**config.mk**
```make
export PLATFORM = sky130hd
export DESIGN_NAME = hybrid_control_seq
export DESIGN_NICKNAME = d
export VERILOG_FILES = /design/src/rtl/hybrid_pkg.sv /design/src/rtl/hybrid_control_seq_jump_set_eval.sv /design/src/rtl/hybrid_control_seq.sv
export SDC_FILE = /design/constraint.sdc
export NUM_CORES = 2
export LEC_CHECK = 0
export ABC_CLOCK_PERIOD_IN_PS = 14100
export CORE_UTILIZATION = 25
export CTS_CLUSTER_DIAMETER = 150
export DETAILED_ROUTE_END_ITERATION = 8
export SETUP_SLACK_MARGIN = 0.4
export SYNTH_ARGS = -nofsm -noshare
export SYNTH_HDL_FRONTEND = slang
export SYNTH_HIERARCHICAL = 1
export SYNTH_SLANG_ARGS = --single-unit
```
**constraint.sdc**
```tcl
create_clock -name i_clock -period 14.1 [get_ports i_clock]
set_input_delay 2.82 -clock i_clock [delete_from_list [all_inputs] [get_ports i_clock]]
set_output_delay 2.82 -clock i_clock [all_outputs]
set_load 0.01 [all_outputs]
```
**src/rtl/hybrid_pkg.sv**
```systemverilog
// Shared types and constants for the hybrid phase-angle sequencer.
// Latency: n/a (types, constants and pure functions only).
// Backpressure: n/a.
package hybrid_pkg;

    typedef enum logic [1:0] {
        POS = 2'd0,
        ZA  = 2'd1,
        NEG = 2'd2,
        ZB  = 2'd3
    } state_t;

    // Raw/filtered jump conditions, c_pos in the MSB.
    typedef struct packed {
        logic c_pos;
        logic c_za;
        logic c_neg;
        logic c_zb;
    } cond_t;

    localparam logic [3:0] MOS_POS  = 4'b1001;
    localparam logic [3:0] MOS_ZERO = 4'b0011;
    localparam logic [3:0] MOS_NEG  = 4'b0110;

    localparam logic [1:0] SIG_POS  = 2'b01;
    localparam logic [1:0] SIG_ZERO = 2'b00;
    localparam logic [1:0] SIG_NEG  = 2'b11;

    function automatic int acc_width(input int data_w, input int mu_w, input int coef_w);
        return data_w + mu_w + coef_w + 2;
    endfunction

    function automatic logic [3:0] mos_of(input state_t s);
        case (s)
            POS:     return MOS_POS;
            NEG:     return MOS_NEG;
            default: return MOS_ZERO;
        endcase
    endfunction

    function automatic logic [1:0] sig_of(input state_t s);
        case (s)
            POS:     return SIG_POS;
            NEG:     return SIG_NEG;
            default: return SIG_ZERO;
        endcase
    endfunction

endpackage

```
**src/rtl/hybrid_control_seq_jump_set_eval.sv**
```systemverilog
// Jump-set evaluator: full-precision products, then signed sums and sign extraction.
// Latency: 2 cycles from sample to raw condition bits (multiply stage, sum stage).
// Backpressure: none; accepts a new sample every cycle.
module jump_set_eval
    import hybrid_pkg::*;
#(
    parameter int              DATA_W = 14,
    parameter int              COEF_W = 32,
    parameter int              MU_W   = 32,
    parameter logic [MU_W-1:0] MU_Z1  = 86,
    parameter logic [MU_W-1:0] MU_Z2  = 90,
    parameter logic [MU_W-1:0] MU_VG  = 312000
) (
    input  logic                     i_clock,
    input  logic                     i_RESET,
    input  logic signed [DATA_W-1:0] vc,
    input  logic signed [DATA_W-1:0] ic,
    input  logic signed [COEF_W-1:0] cphi,
    input  logic signed [COEF_W-1:0] sphi,
    input  logic [1:0]               sigma,
    output logic [3:0]               cond
);

    localparam int ACC_W = acc_width(DATA_W, MU_W, COEF_W);
    localparam int PV_W  = DATA_W + MU_W + 1;
    localparam int T_W   = PV_W + 1;

    // Gains are unsigned; one extra zero bit makes them usable in signed products.
    localparam logic signed [MU_W:0] MU_Z1_S = {1'b0, MU_Z1};
    localparam logic signed [MU_W:0] MU_Z2_S = {1'b0, MU_Z2};
    localparam logic signed [MU_W:0] MU_VG_S = {1'b0, MU_VG};

    logic signed [PV_W-1:0]  z1_term, z2_term;
    logic signed [T_W-1:0]   vg_term, z1_net;
    logic signed [ACC_W-1:0] a_prod, b_prod, c_prod;
    logic signed [ACC_W-1:0] a_q, b_q, c_q;
    logic signed [ACC_W-1:0] s1, s2, s3;
    cond_t                   cond_d, cond_q;

    always_comb begin
        z1_term = PV_W'(MU_Z1_S) * PV_W'(vc);
        z2_term = PV_W'(MU_Z2_S) * PV_W'(ic);
        case (sigma)
            SIG_POS: vg_term = T_W'(MU_VG_S);
            SIG_NEG: vg_term = -T_W'(MU_VG_S);
            default: vg_term = '0;
        endcase
        z1_net = T_W'(z1_term) - vg_term;
        a_prod = ACC_W'(z1_net) * ACC_W'(sphi);
        b_prod = ACC_W'(z2_term) * ACC_W'(cphi);
        c_prod = ACC_W'(MU_VG_S) * ACC_W'(sphi);
    end

    always_comb begin
        s1 = a_q - b_q + c_q;
        s2 = a_q + b_q;
        s3 = a_q - b_q - c_q;
        cond_d.c_pos = ~s1[ACC_W-1];
        cond_d.c_za  =  s2[ACC_W-1];
        cond_d.c_neg =  s3[ACC_W-1];
        cond_d.c_zb  = ~s2[ACC_W-1];
    end

    always_ff @(posedge i_clock) begin
        if (i_RESET) begin
            a_q    <= '0;
            b_q    <= '0;
            c_q    <= '0;
            cond_q <= '0;
        end else begin
            a_q    <= a_prod;
            b_q    <= b_prod;
            c_q    <= c_prod;
            cond_q <= cond_d;
        end
    end

    assign cond = cond_q;

endmodule

```
**src/rtl/hybrid_control_seq.sv**
```systemverilog
// Hybrid phase-angle sequencer: jump-set pipeline, debounce, dwell timer, gate FSM; dead-time with HYBRID_DEADTIME_EN.
// Latency: sample to raw condition 2 cycles, raw condition to new state DEB_N+1 cycles.
// Backpressure: none; free-running sample stream, jumps held off while dwell (or dead-time) runs.
module hybrid_control_seq
    import hybrid_pkg::*;
#(
    parameter int              DATA_W    = 14,
    parameter int              COEF_W    = 32,
    parameter int              MU_W      = 32,
    parameter logic [MU_W-1:0] MU_Z1     = 86,
    parameter logic [MU_W-1:0] MU_Z2     = 90,
    parameter logic [MU_W-1:0] MU_VG     = 312000,
    parameter int              DEB_N     = 2,
    parameter int              MIN_DWELL = 500,
    parameter int              DEADTIME  = 8
) (
    input  logic                     i_clock,
    input  logic                     i_RESET,
    input  logic signed [DATA_W-1:0] i_vC,
    input  logic signed [DATA_W-1:0] i_iC,
    input  logic signed [COEF_W-1:0] i_cphi,
    input  logic signed [COEF_W-1:0] i_sphi,
    input  logic                     i_mode,
    output logic [3:0]               o_MOSFET,
    output logic [1:0]               o_sigma,
    output logic                     o_jump,
    output logic [1:0]               o_state
);

    localparam int DEB_W   = $clog2(DEB_N + 1);
    localparam int DWELL_W = $clog2(MIN_DWELL + 1);

    state_t                state, nxt;
    logic [3:0]            raw_bits, filt_bits;
    cond_t                 filt;
    logic [3:0][DEB_W-1:0] deb_cnt;
    logic [DWELL_W-1:0]    dwell;
    logic                  blocked;
    logic                  take;

    jump_set_eval #(
        .DATA_W (DATA_W),
        .COEF_W (COEF_W),
        .MU_W   (MU_W),
        .MU_Z1  (MU_Z1),
        .MU_Z2  (MU_Z2),
        .MU_VG  (MU_VG)
    ) u_eval (
        .i_clock (i_clock),
        .i_RESET (i_RESET),
        .vc      (i_vC),
        .ic      (i_iC),
        .cphi    (i_cphi),
        .sphi    (i_sphi),
        .sigma   (o_sigma),
        .cond    (raw_bits)
    );

    always_comb begin
        filt_bits = '0;
        for (int i = 0; i < 4; i++) filt_bits[i] = (deb_cnt[i] == DEB_W'(DEB_N));
    end
    assign filt = cond_t'(filt_bits);

`ifdef HYBRID_DEADTIME_EN
    localparam int DT_W = (DEADTIME < 1) ? 1 : $clog2(DEADTIME + 1);
    logic [DT_W-1:0] dt_cnt;
    assign blocked = (dwell != '0) || (dt_cnt != '0);
`else
    // DEADTIME only has meaning in the dead-time build.
    logic unused_deadtime;
    assign unused_deadtime = |DEADTIME;
    assign blocked = (dwell != '0);
`endif

    // ZA and ZB always exit on their own condition, whatever the current mode.
    always_comb begin
        nxt = state;
        case (state)
            POS: if (filt.c_pos) nxt = i_mode ? NEG : ZA;
            ZA:  if (filt.c_za)  nxt = NEG;
            NEG: if (filt.c_neg) nxt = i_mode ? POS : ZB;
            ZB:  if (filt.c_zb)  nxt = POS;
            default: nxt = POS;
        endcase
    end

    assign take = !blocked && (nxt != state);

    always_ff @(posedge i_clock) begin
        if (i_RESET) begin
            state    <= POS;
            o_sigma  <= SIG_POS;
            o_MOSFET <= MOS_POS;
            o_jump   <= 1'b0;
            dwell    <= DWELL_W'(MIN_DWELL);
            deb_cnt  <= '0;
`ifdef HYBRID_DEADTIME_EN
            dt_cnt   <= '0;
`endif
        end else begin
            o_jump <= 1'b0;
            if (dwell != '0) dwell <= dwell - DWELL_W'(1);
            if (take) begin
                state   <= nxt;
                o_sigma <= sig_of(nxt);
                o_jump  <= 1'b1;
                dwell   <= DWELL_W'(MIN_DWELL);
                deb_cnt <= '0;
            end else begin
                // Counters stay cleared while jumps are blocked so each jump costs a full DEB_N.
                for (int i = 0; i < 4; i++) begin
                    if (blocked || !raw_bits[i])
                        deb_cnt[i] <= '0;
                    else if (deb_cnt[i] != DEB_W'(DEB_N))
                        deb_cnt[i] <= deb_cnt[i] + DEB_W'(1);
                end
            end
`ifdef HYBRID_DEADTIME_EN
            if (take) begin
                dt_cnt   <= DT_W'(DEADTIME);
                o_MOSFET <= (DEADTIME < 1) ? mos_of(nxt) : (mos_of(state) & mos_of(nxt));
            end else if (dt_cnt != '0) begin
                dt_cnt <= dt_cnt - DT_W'(1);
                if (dt_cnt == DT_W'(1)) o_MOSFET <= mos_of(state);
            end
`else
            if (take) o_MOSFET <= mos_of(nxt);
`endif
        end
    end

    assign o_state = state;

endmodule

```
==> results.md <==
- CP startpoint: i_vC[5]
- Worst hold path type: flip-flop to flip-flop
- Yosys reg bits: 207
- Gr usage total: 13.8%
- Routed WL: roughly 270,000 um
- Top FF cell, synth: dfxtp_1
- Largest net degree at the start of global routing: a little over 70
- Clock transition at path regs: 70 ps
- Tcrit/Tclk final: 108%
- Number of flops mapped to enable cells by yosys: 0
- Vias/cell: roughly 4.4
- CP Class: input pin to flip-flop
- IO Pins: between 100 and 150
- DRC viols: 0
- Worst Path Required: roughly 15,000 ps
- Placed Cells: between 15k and 20k
- Vias in the first global route: 80.3k
- Non-filler cells, final: ~17k
- Synth area leaders: fa_1, ha_1, inv_1
- Syn nets: approximately 15k
- CTS tree: yes
- WL/cell: roughly 16 um
- Slew Viols, Final: 0
- Die area: around 400,000 um2
- Post-synth top area cell: fa_1
- Critical path's slowest cell: fa_2
- Outcome: finished, violations left
- Critical Path End Type: flip-flop
- Initial antenna violation count: 26
- Max_cap viols: 0
- Final clock skew: ~16 ps
- Reg2reg start: o_sigma[0]
- Core Region: just under 400,000 um2
- Commonest non-fill, non-tap cells in the layout: inv_1, fa_1, nand2_1
- Detailed-router iteration count before antenna repair: 6
- Nets: 15.1k
- Final core occ: 29.2%
- Post-synthesis average cell area: 8.93 um2
- Min Tclk post-route: 15,190 ps
- Synthesis Warnings: 6
- Die height: 634 um
- TritonCTS Sinks: between 200 and 250
- PnR worst setup slack: -1090 ps
- Crit path DAT: about 16,000 ps
- Worst slew pin tran: 1140 ps
- Root Driver: clkbuf_16
- Max incr delay on CP: 570 ps
- Clk_lat worst skew: roughly 570 ps
- Fraction of layout cells with a size suffix above 1: a little under an eighth
- Final Hold Fails: 0
- CP startpoint kind: input pin
- GR Overflow Total: 0
- Critical hold path startpoint: o_MOSFET[3]
- CTS H-tree lvls: 1
- Final setup violation count: between 40 and 50
- Number of CTS-inserted buffers: 23
- Cell Area, Synth: 99,800 um2
- Synth Instances: 11.2k
- DRT iter0 DRCs: between 3k and 4k
- CTS max path bufs: 3
- Unique masters post-synth: around 90
- Most common cell after layout, fill and taps aside: inv_1
- Maximum clock frequency: 65.8 MHz
- Area Growth Syn to Fin: 15.8%
- Critical path fanouts, max: 5
- GPL Wtd Cong: 0.884
- Rel. slew slack: between 20% and 30%
- Seq/Total Area, Yosys: about 4.2%
- PortBufs: slightly above 100
- RSZ-0062 raised after global routing: true
- Worst path most repeated cell: fa_1
- Initial Util: 25.2%
- Wire length of the first global-routing pass: between 400,000 and 500,000 um
- Top-area cell type share of the netlist area: a little under half
- Failing checks: setup timing
- Row Count: between 200 and 250
- Post-DP HPWL: between 200,000 and 250,000 um
- Post-synth ARST share: 0%
- Die W: ~630 um
- DR vias: ~74k
- ANT nets after route: 0
[synth_stat cells, types with 41 or more instances]
library cell / number
inv_1: 2983
fa_1: 2368
nand2_1: 1290
ha_1: 971
and2_1: 506
clkbuf_1: 468
nor2_1: 366
a21oi_1: 334
dfxtp_1: 207
xnor2_1: 200
a21o_1: 177
nand2b_1: 153
o21ai_0: 152
nor2b_1: 124
xor2_1: 117
o21bai_1: 83
nand3_1: 59
nor3_1: 56
nand4_1: 49
or2_2: 41
[sequential cells by signal, indices dropped and copies added, names as in the netlist]
register and flops:
u_eval/cond 4, u_eval/c_q 46, u_eval/a_q 79, o_sigma 1, o_MOSFET 4, o_jump 1
o_state 2, deb_cnt 8, u_eval/b_q 53, dwell 9
[worst paths after layout]
path / endpoint / slack, ps / cells after the start
setup / recovery: u_eval/a_q[72] / -1090 / 57
hold / removal: o_MOSFET[3] / 480 / 1
setup reg to reg: u_eval/a_q[72] / 2800 / 45
hold reg to reg: o_MOSFET[3] / 480 / 1
[layer usage]
metal	global-route usage, %	up-vias	part of all wire (%)
met4	3.46	4	2.8
met1	18.0	38100	43
met3	1.30	363	4.7
met5	0	-	0.010
li1	-	33800	-
met2	24.4	1614	50
[cell type report]
cell class,instances,area [um2]
antenna,9,22.5
clock buffer,26,617
clock inverter,15,161
fill,41900,281000
inverter,2983,11200
multi-input combinational,7486,84700
sequential,207,4140
tap,5242,6560
timing repair buffer,968,8150
[what timing repair did]
| action | 4_1_cts | 5_1_grt |
|---|---|---|
| pin swaps | 131 | 157 |
| cloned | 3 | 0 |
| setup endpoints to repair | 58 | 75 |
| hold buffers | 0 | 0 |
| setup buffers | 41 | 44 |
| resized for setup | 206 | 218 |
[cells by family (layout without fill, tap and decap cells)]
kind of cell	count (synthesis)	count (layout)	synth area share (%)
adder cells (fa/ha/maj)	3339	3339	59.7
multiplexers	8	8	0.0802
other	0	9	0
XOR/XNOR	317	317	2.78
AO/OA/AOI/OAI	1031	1031	6.78
buffers and inverters	3479	3992	13.1
AND/OR/NAND/NOR	2791	2791	13.4
flip-flops	207	207	4.15
[worst max-delay path: cells and delay by family]
| family | cells | cell delay [ps] |
|---|---|---|
| buffers and inverters | 13 | 1240 |
| adders and majority gates | 16 | 6970 |
| AOI/OAI and AO/OA | 17 | 3280 |
| xor gates and xnor gates | 2 | 300 |
| and+or+nand+nor | 9 | 1010 |
[stage by stage]
| stage | hold slack, ps | TNS, ps | area [um2] | worst slack, ps |
|---|---|---|---|---|
| finish | 477 | -23150 | 116000 | -1090 |
| global route | 500 | -42480 | 116000 | -1570 |
| CTS | 474 | -19100 | 114000 | -811 |
| detailed placement | 457 | -81220 | 112000 | -1990 |
| global placement | 453 | -78110 | 112000 | -1950 |
| floorplan | 474 | -5920 | 100000 | -532 |
Power is left out: the tool's default activity adds up to more than one toggle a clock period on the data nets, which glitch-free logic cannot reach.
